## src/rtl/restoring_divider.sv

```systemverilog
// Multi-cycle unsigned restoring divider: one quotient bit per clock.
// Divide-by-zero completes immediately with all-ones quotient.
module restoring_divider #(
    parameter int WIDTH = 8
) (
    input  logic             clk,
    input  logic             rst,
    input  logic             start,
    input  logic [WIDTH-1:0] dividend,
    input  logic [WIDTH-1:0] divisor,
    output logic             ready,
    output logic             done,
    output logic [WIDTH-1:0] quotient,
    output logic [WIDTH-1:0] remainder,
    output logic             div_by_zero
);

    localparam int CW = (WIDTH > 1) ? $clog2(WIDTH) : 1;

    typedef enum logic [1:0] {
        IDLE = 2'd0,
        RUN  = 2'd1,
        DONE = 2'd2
    } state_t;

    state_t           state;
    state_t           state_n;
    logic [CW-1:0]    count;
    logic [WIDTH:0]   partial;
    logic [WIDTH-1:0] dvd_sr;
    logic [WIDTH-1:0] dvs;
    logic [WIDTH-1:0] q_sr;

    logic             accept;
    logic             last;
    logic             qbit;
    logic [WIDTH:0]   shifted;
    logic [WIDTH:0]   trial;
    logic [WIDTH:0]   p_next;
    logic [WIDTH-1:0] q_next;

    assign ready   = (state == IDLE) || (state == DONE);
    assign accept  = ready && start;
    assign last    = (count == CW'(WIDTH - 1));

    assign shifted = {partial[WIDTH-1:0], dvd_sr[WIDTH-1]};
    assign trial   = shifted - {1'b0, dvs};
    assign qbit    = ~trial[WIDTH];
    assign p_next  = qbit ? trial : shifted;
    assign q_next  = (q_sr << 1) | WIDTH'(qbit);

    always_ff @(posedge clk) begin
        if (rst) begin
            state <= IDLE;
        end else begin
            state <= state_n;
        end
    end

    always_comb begin
        state_n = state;
        unique case (state)
            IDLE, DONE: begin
                if (accept) begin
                    state_n = (divisor == '0) ? DONE : RUN;
                end else begin
                    state_n = IDLE;
                end
            end
            RUN: begin
                if (last) begin
                    state_n = DONE;
                end
            end
            default: state_n = IDLE;
        endcase
    end

    // Result registers move only on a completion edge; they hold through RUN.
    always_ff @(posedge clk) begin
        if (rst) begin
            done        <= 1'b0;
            count       <= '0;
            partial     <= '0;
            dvd_sr      <= '0;
            dvs         <= '0;
            q_sr        <= '0;
            quotient    <= '0;
            remainder   <= '0;
            div_by_zero <= 1'b0;
        end else begin
            done <= (state_n == DONE);
            if (accept) begin
                count   <= '0;
                partial <= '0;
                q_sr    <= '0;
                dvd_sr  <= dividend;
                dvs     <= divisor;
                if (divisor == '0) begin
                    quotient    <= '1;
                    remainder   <= dividend;
                    div_by_zero <= 1'b1;
                end
            end else if (state == RUN) begin
                count   <= count + CW'(1);
                partial <= p_next;
                dvd_sr  <= dvd_sr << 1;
                q_sr    <= q_next;
                if (last) begin
                    quotient    <= q_next;
                    remainder   <= p_next[WIDTH-1:0];
                    div_by_zero <= 1'b0;
                end
            end
        end
    end

endmodule

```

## config.mk

```make
export PLATFORM = sky130hd
export DESIGN_NAME = restoring_divider
export DESIGN_NICKNAME = d
export VERILOG_FILES = /design/src/rtl/restoring_divider.sv
export SDC_FILE = /design/constraint.sdc
export NUM_CORES = 1
export LEC_CHECK = 0
export ABC_AREA = 1
export BUFFER_PORTS_ARGS = -buffer_cell sky130_fd_sc_hd__buf_4
export CAP_MARGIN = 20
export CORE_ASPECT_RATIO = 1.25
export CORE_MARGIN = 1
export CORE_UTILIZATION = 36
export DETAILED_ROUTE_END_ITERATION = 7
export GPL_TIMING_DRIVEN = 0
export RECOVER_POWER = 25
export SETUP_SLACK_MARGIN = 0.4
export SYNTH_ARGS = -nofsm -noshare
export SYNTH_HDL_FRONTEND = slang
export SYNTH_SLANG_ARGS = --single-unit
```

## constraint.sdc

```tcl
create_clock -name clk -period 5.4 [get_ports clk]
set_input_delay 1.35 -clock clk [delete_from_list [all_inputs] [get_ports clk]]
set_output_delay 1.35 -clock clk [all_outputs]
set_load 0.02 [all_outputs]
```

==> results of run 1 <==
## per-stage QoR
step	instance area [sq um]	power (mW)	worst slack, ps	util [%]
2_1_floorplan	2750	0.608	3100	-
3_3_place_gp	3140	0.661	2750	42.4
3_5_place_dp	3140	0.665	2750	42.4
4_1_cts	3250	0.934	3090	43.9
5_1_grt	3210	0.985	1960	43.4
6_report	3210	0.926	2210	43.4
## layer usage
| layer | GRT usage, % | vias up | part of all wire, % | routed length [um] |
|---|---|---|---|---|
| li1 | - | 1279 | - | - |
| met5 | 0 | - | 0 | 0 |
| met3 | 3.09 | 14 | 2.9 | 184 |
| met1 | 21.7 | 1124 | 45 | 2860 |
| met2 | 29.3 | 44 | 49 | 3070 |
| met4 | 8.52 | 0 | 3.1 | 198 |
## power by group
part | internal (mW) | leakage [nW] | switching (mW)
Combinational | 0.0789 | 1.02 | 0.150
Clock | 0.137 | 0.0542 | 0.136
Sequential | 0.415 | 0.440 | 0.00914
Total | 0.631 | 1.52 | 0.295
## final timing paths
path,endpoint,slack [ps],cells past startpoint
setup reg to reg,remainder[5],2930,11
hold reg to reg,dvs[5],460,2
setup / recovery,remainder[5],2210,11
hold / removal,dvs[5],460,2
## flip-flops by register name (all words and copies together) (netlist names)
register	count
div_by_zero	1
partial	8
quotient	8
count	3
remainder	8
q_sr	7
done	1
dvd_sr	8
dvs	8
state	2
## placed cells by master, fill, tap and decap left out
cell        instances
nand2_1           105
inv_1              61
dfxtp_1            54
buf_4              34
a21oi_1            25
nor2_1             18
o21ai_0            16
nand3_1            15
a31oi_1            11
nand2_2            10
ha_1               10
clkbuf_1            9
a21oi_2             8
o21ai_2             6
clkbuf_8            5
a211oi_1            4
nand2_4             4
buf_1               3
o221ai_1            3
xor2_1              3
inv_4               2
nor2_2              2
nor2_8              1
or2_4               1
nand3_2             1
clkinvlp_2          1
buf_2               1
clkinv_1            1
o22a_1              1
or2_2               1
o21ai_1             1
o21a_1              1
fa_1                1
bufinv_16           1
clkinv_4            1
clkbuf_4            1
## cell families (layout without fill, tap and decap cells)
kind of cell / count (synthesis) / in the layout / share of synthesized area, %
and+or+nand+nor: 158 / 158 / 26.1
buffers and inverters: 77 / 120 / 11.2
adders and majority gates: 11 / 11 / 5.27
DFF: 54 / 54 / 39.3
AOI/OAI and AO/OA: 76 / 76 / 17.2
xor gates and xnor gates: 3 / 3 / 0.954
## cell type report
cell class | instances | area, sq um | area share (%)
clock buffers | 5 | 68.8 | 2.14
clock inverters | 2 | 38.8 | 1.21
inverters | 65 | 250 | 7.79
multi-input cells | 248 | 1350 | 41.9
well taps | 92 | 115 | 3.58
repair buffers | 36 | 267 | 8.29
plain buffers | 12 | 46.3 | 1.44
flip-flops and latches | 54 | 1080 | 33.6
## cell usage after synthesis (all sizes together)
| library cell | count | area [sq um] |
|---|---|---|
| a211oi | 4 | 30.0 |
| a21oi | 33 | 195 |
| a31oi | 11 | 68.8 |
| buf | 6 | 32.5 |
| clkbuf | 6 | 22.5 |
| clkinv | 1 | 3.75 |
| dfxtp | 54 | 1080 |
| fa | 1 | 20.0 |
| ha | 10 | 125 |
| inv | 64 | 250 |
| nand2 | 119 | 518 |
| nand3 | 16 | 85.1 |
| nor2 | 21 | 100 |
| o21a | 1 | 7.51 |
| o21ai | 23 | 138 |
| o221ai | 3 | 26.3 |
| o22a | 1 | 8.76 |
| or2 | 2 | 15.0 |
| xor2 | 3 | 26.3 |
## worst reg2reg max path, cell delays in order (launching register included)
cell        delay, ps
dfxtp_1           360
inv_4              60
nand2_1           300
clkinvlp_2        450
nand2_2           220
nand2_4            80
inv_4              70
clkbuf_1          460
nand2_1           140
o21ai_2            80
inv_1              70
a21oi_2           110
==> summary by stage, run 1 <==
Outcome
The run finished with clean final reports.

Synthesis
The synthesized netlist occupies a cell area of 2750 sq um. The share of the Yosys chip area taken by registers is 39.3%. Counting every instance in the synthesized netlist gives 379. The total number of yosys warnings is 0.

The register bit total from synthesis is 54. The mean post-synth cell area is 7.27 sq um. The number of nets handed over by synthesis was 409. The number of distinct standard cells referenced by the synthesized netlist is 33.

Finish
The antenna diode count is 0. Compared with the post-synthesis result, the final layout area differs by 16.7%. Excluding fillers, the count of instances in the completed layout stands at 514.

The net count of the finished layout is 452. Fill cells in the final layout number 803. The layout cell share with drive strength beyond 1 is 19.0%.

Drt
The first TritonRoute pass finished after 5 iterations. Dividing the detail-routed via count by the number of cells gives 4.79. The routed layout has 2461 vias. The antenna violation net count after detailed routing is 0. Summed over all layers, the routed wires come to 6310 um. The number of remaining DRC errors is 0. The routed wirelength normalized by instance count is 12.3 um. In this run, the number of DRC markers left after iteration 0 of detailed routing was 136.

Job
The reported max-cap violation count is 0.

Power
For this design the ratio of total power to cell area is 288 nW/um^2. Summed over all cells, the static leakage comes to 1.52 nW. The worst supply voltage drop on vdd is 0.000169 V.

Worst setup path
Data on the critical path is required at its endpoint by 5650 ps. The delay of the slowest critical-path stage is 460 ps. The cell repeated most along the worst path is nand2_1.

Broken down by cell family, the worst path's largest delay share belongs to buffers and inverters. The critical path's slowest cell is clkbuf_1. The signal on the critical path passes through clkbuf_4 > nand2_1 > clkinvlp_2 > nand2_2 > nand2_4 > inv_4 > clkbuf_1 > nand2_1 > o21ai_2 > inv_1 > a21oi_2.

The endpoint arrival time on the critical path is 3440 ps. The startpoint identified for the worst register-to-register timing path is state[0]. STA classifies the critical path startpoint as an input port. The start-to-end type of the worst setup path is input port to register. The source of the critical timing path is start. STA classifies the critical path endpoint as a register.

Counting both buffers and inverters, the worst setup path holds a total of 5. Of all nets on the critical path, the largest fanout is 10.

Floorplan
The die covers 8010 sq um. The width of the die is 80.2 um. The count of pins on the block boundary is 38. The die is 99.8 um tall.

The core region is 7400 sq um. The number of rows in the core area is 35. The starting utilization of the core area is 37.2%.

Clock network
Hold repair after CTS inserted 0 buffers. Counting along the longest clock path gives a buffer depth of 2. The clock tree root buffer cell is clkbuf_8.

Once the clock tree was built, the resizer swapped 0 gates to a different size. The number of buffers inserted by post-CTS setup repair is 0. TritonCTS created 5 clock buffers.

The register clock-pin slew on the reported worst setup and hold paths is 100 ps. The CTS tree is yes. The number of sinks driven by the clock tree is 54. Clock latency on the worst-skew pair, taken at its later pin, is 310 ps.

The H-tree generated during clock tree synthesis spans 2 levels.

STA
Across the routed clock network, the largest skew measured is 3.72 ps. Setup violations remaining at the end of the flow were counted as 0. The tightest hold path in the finished design has a slack of 465 ps.

The final critical path time including I/O delays and setup is 3190 ps. Setup repair after global routing left no endpoint under its margin. Setup total negative slack on the finished layout was measured at 0 ps. The slew of the pin with the lowest slew margin is 583 ps.

The share of the clock period used by the worst path after layout is 59.2%. The count of pins over their slew limit was 0. Headroom to the max-slew limit came out at 61.1%.

The number of endpoints with negative hold slack in the final report is 0. The maximum achievable frequency is 313 MHz.

Worst hold path
The min-delay analysis places its worst path in the category register to register. The worst hold path begins at dvs[5].

Global route
The via count of the first global-routing pass is 2340. The total congestion overflow after global routing is 0. Entering global routing, the biggest net connects 17 pins.

The initial antenna violation count is 0. The global-route wire length before repair is 10800 um. The overall routing resource usage is 17.6%.

Placement
Including well taps, the total number of placed cells is 507. The HPWL after detailed placement is 4890 um. The congestion estimate from routability-driven global placement came to 0.830. The number of input and output port buffers inserted is 36.
Power figures use the tool's default switching activity.
==> run 2: changes to the inputs <==
- clock period: 5.4 -> 3 ns (I/O delays scaled with it)
==> summary by stage, run 2 (synthesized netlist as in run 1, its figures left out) <==
Placement
The placed cell count was 507 (unchanged). The post-DP HPWL was 4890 um (unchanged). The pre-CTS worst setup slack is 954 ps (-1800 ps). The number of input and output port buffers inserted is 36 (unchanged). The final estimated routing congestion in global placement is 0.830 (unchanged).

STA
The slew of the pin with the lowest slew margin is 583 ps (-0.137 ps). Derived from the worst setup path, the maximum achievable clock frequency is 461 MHz. The setup TNS is 0 ps (unchanged). Setup repair after global routing left no endpoint under its margin. The headroom to the max-slew limit came to 61.1% (about the same). The worst-case setup margin in the final layout is 831 ps (-1370 ps). The count of pins over their slew limit came to 0 (unchanged). The setup-violating endpoint count in the final report was 0 (unchanged). The number of endpoints with negative hold slack in the final report is 0 (unchanged). The share of the clock period used by the worst path after layout is 72.3%. The maximum clock skew at final layout is 3.56 ps (-0.163 ps). The final critical path time including I/O delays and setup is 2170 ps.

Clock network
The cts-stage hold buffer count came to 0 (unchanged). The post-cts sizing count is 0 (unchanged). The number of buffers created by CTS was 5 (unchanged). The clock latency on the worst-skew pair came to 310 ps (about the same). The maximum level of the CTS H-tree is 2 (unchanged). The clock tree root buffer cell is clkbuf_8. The number of sinks driven by the clock tree is 54 (unchanged). The CTS tree is yes. The number of buffers inserted by post-CTS setup repair is 0 (unchanged). The maximum number of buffers from clock root to sink is 2 (unchanged).

The register clock-pin slew on the reported worst setup and hold paths is 100 ps (about the same).

Global route
The total congestion overflow after global routing came to 0 (unchanged). The global-route wire length before repair came to 10800 um (unchanged). The initial antenna violation count is 0 (unchanged). The maximum number of pins on one net before global-route repair was 17 (unchanged). The via count of the first global-routing pass came to 2340 (unchanged). The overall routing resource usage is 17.6% (unchanged).

Worst setup path
The setup slack of the worst register-to-register path came to 940 ps (-1990 ps). The critical path required time came to 3250 ps (-2400 ps). In this run the worst setup path terminates at remainder[5]. The worst register-to-register path ends at partial[3].

The largest fanout on the critical path is 10 (unchanged). The start-to-end type of the worst setup path is input port to register. The source of the critical timing path is start. The depth of the worst register-to-register path was 15 (+4). The endpoint arrival time on the critical path is 2420 ps (-1020 ps).

STA classifies the critical path startpoint as an input port. The reg-to-reg startpoint is dvd_sr[7]. STA classifies the critical path endpoint as a register.

Floorplan
The y dimension of the die is 99.8 um (unchanged). The starting utilization of the core area is 37.2% (unchanged). The width of the die is 80.2 um (unchanged). The area enclosed by the die boundary is 8010 sq um (unchanged). The area of the core is 7400 sq um (unchanged). The number of rows in the core area is 35 (unchanged).

The count of pins on the block boundary is 38 (unchanged).

Drt
The via-per-instance ratio is 4.80 (+0.33%). The number of vias after detailed routing is 2469 (+0.33%). The wire length on met3 is 177 um (-3.8%). The routed wirelength normalized by instance count is 12.3 um (about the same). The antenna violation net count after detailed routing is 0 (unchanged).

The met2 wirelength from detailed routing was 3050 um (-0.78%). The count of TritonRoute iterations in the first routing pass is 4 (-1). The total length of routed wires is 6310 um (about the same). The number of DRC markers in iteration 0 was 130 (-4.4%).

The met1 routed wirelength after detailed routing is 2880 um (+1.0%). The number of remaining DRC errors is 0 (unchanged). The highest metal layer with signal wires is met4.

Power
The worst supply voltage drop on vdd is 0.000304 V (+79%). The ratio of total power to cell area is 519 nW/um^2 (+80%). The leakage component of the power is 1.52 nW (about the same).

Finish
The area occupied by multi-input gates is 1350 sq um (unchanged). The antenna diode count is 0 (unchanged). The number of fill cells in the layout came to 806 (+0.37%). The total number of nets in the final design is 452 (unchanged). The most frequent standard cell in the layout excluding fill and tap cells is nand2_1. The count of placed standard cells in the final layout, fillers left out is 514 (unchanged). The layout overhead on the synthesized area is 16.7% (unchanged). The library cells used most frequently in the layout, excluding fill and tap cells, are nand2_1, inv_1, dfxtp_1, buf_4, a21oi_1.

The flip-flop and latch area is 1080 sq um (unchanged). The layout cell share with drive strength beyond 1 is 18.7% (-0.24 points).

Outcome
The flow ran to the end, and the final reports show no timing, DRC or antenna violations.

Job
The reported max-cap violation count came to 0 (unchanged).

Worst hold path
The path class of the tightest hold or removal check is register to register.
-- run 2: cell count changes in the layout (fill, tap and decap cells not counted), sizes merged --
cell / change
inv: +1
buf: -1
clkbuf: +1
clkinvlp: -1
-- run 2: cell type report --
cell class / instances / share of cell area (%)
Multi-Input combinational cell: 248 / 41.9
Sequential cell: 54 / 33.6
Tap cell: 92 / 3.58
Clock buffer: 5 / 2.14
Clock inverter: 2 / 1.21
Buffer: 12 / 1.44
Inverter: 65 / 7.90
Timing Repair Buffer: 36 / 8.17
-- run 2: stage by stage --
step | power [mW] | area (sq um) | hold slack (ps) | util [%]
6_report | 1.67 | 3210 | 465 | 43.4
5_1_grt | 1.77 | 3210 | 482 | 43.4
4_1_cts | 1.68 | 3250 | 466 | 43.9
3_5_place_dp | 1.20 | 3140 | 452 | 42.4
3_3_place_gp | 1.19 | 3140 | 452 | 42.4
2_1_floorplan | 1.09 | 2750 | 433 | -
-- run 2: how the worst min path moves through the flow --
stage                        start       end  depth (start not counted)
after floorplan             dvs[2]    dvs[2]                          2
after detailed placement    dvs[5]    dvs[5]                          2
final                       dvs[5]    dvs[5]                          2
after CTS                   dvs[5]    dvs[5]                          2
after global placement    count[1]  count[1]                          2
after global routing       q_sr[6]   q_sr[6]                          2
-- run 2: power by group --
group / switching (mW) / total, mW / internal (mW)
clock: 0.245 / 0.491 / 0.246
combinational: 0.271 / 0.413 / 0.143
sequential: 0.0165 / 0.764 / 0.747
total: 0.532 / 1.67 / 1.14
-- run 2: critical path: stages --
cell and delay [ps]:
clkbuf_4 110, nand2_1 350, inv_6 100, nand2_2 120
nand2_4 70, inv_4 70, clkbuf_1 460, nand2_1 130
o21ai_2 80, inv_1 60, a21oi_2 110
-- run 2: layer usage --
layer | vias to the layer above | global-route usage (%)
met5 | - | 0
met4 | 0 | 8.52
met3 | 14 | 3.09
met2 | 42 | 29.3
met1 | 1133 | 21.7
li1 | 1280 | -
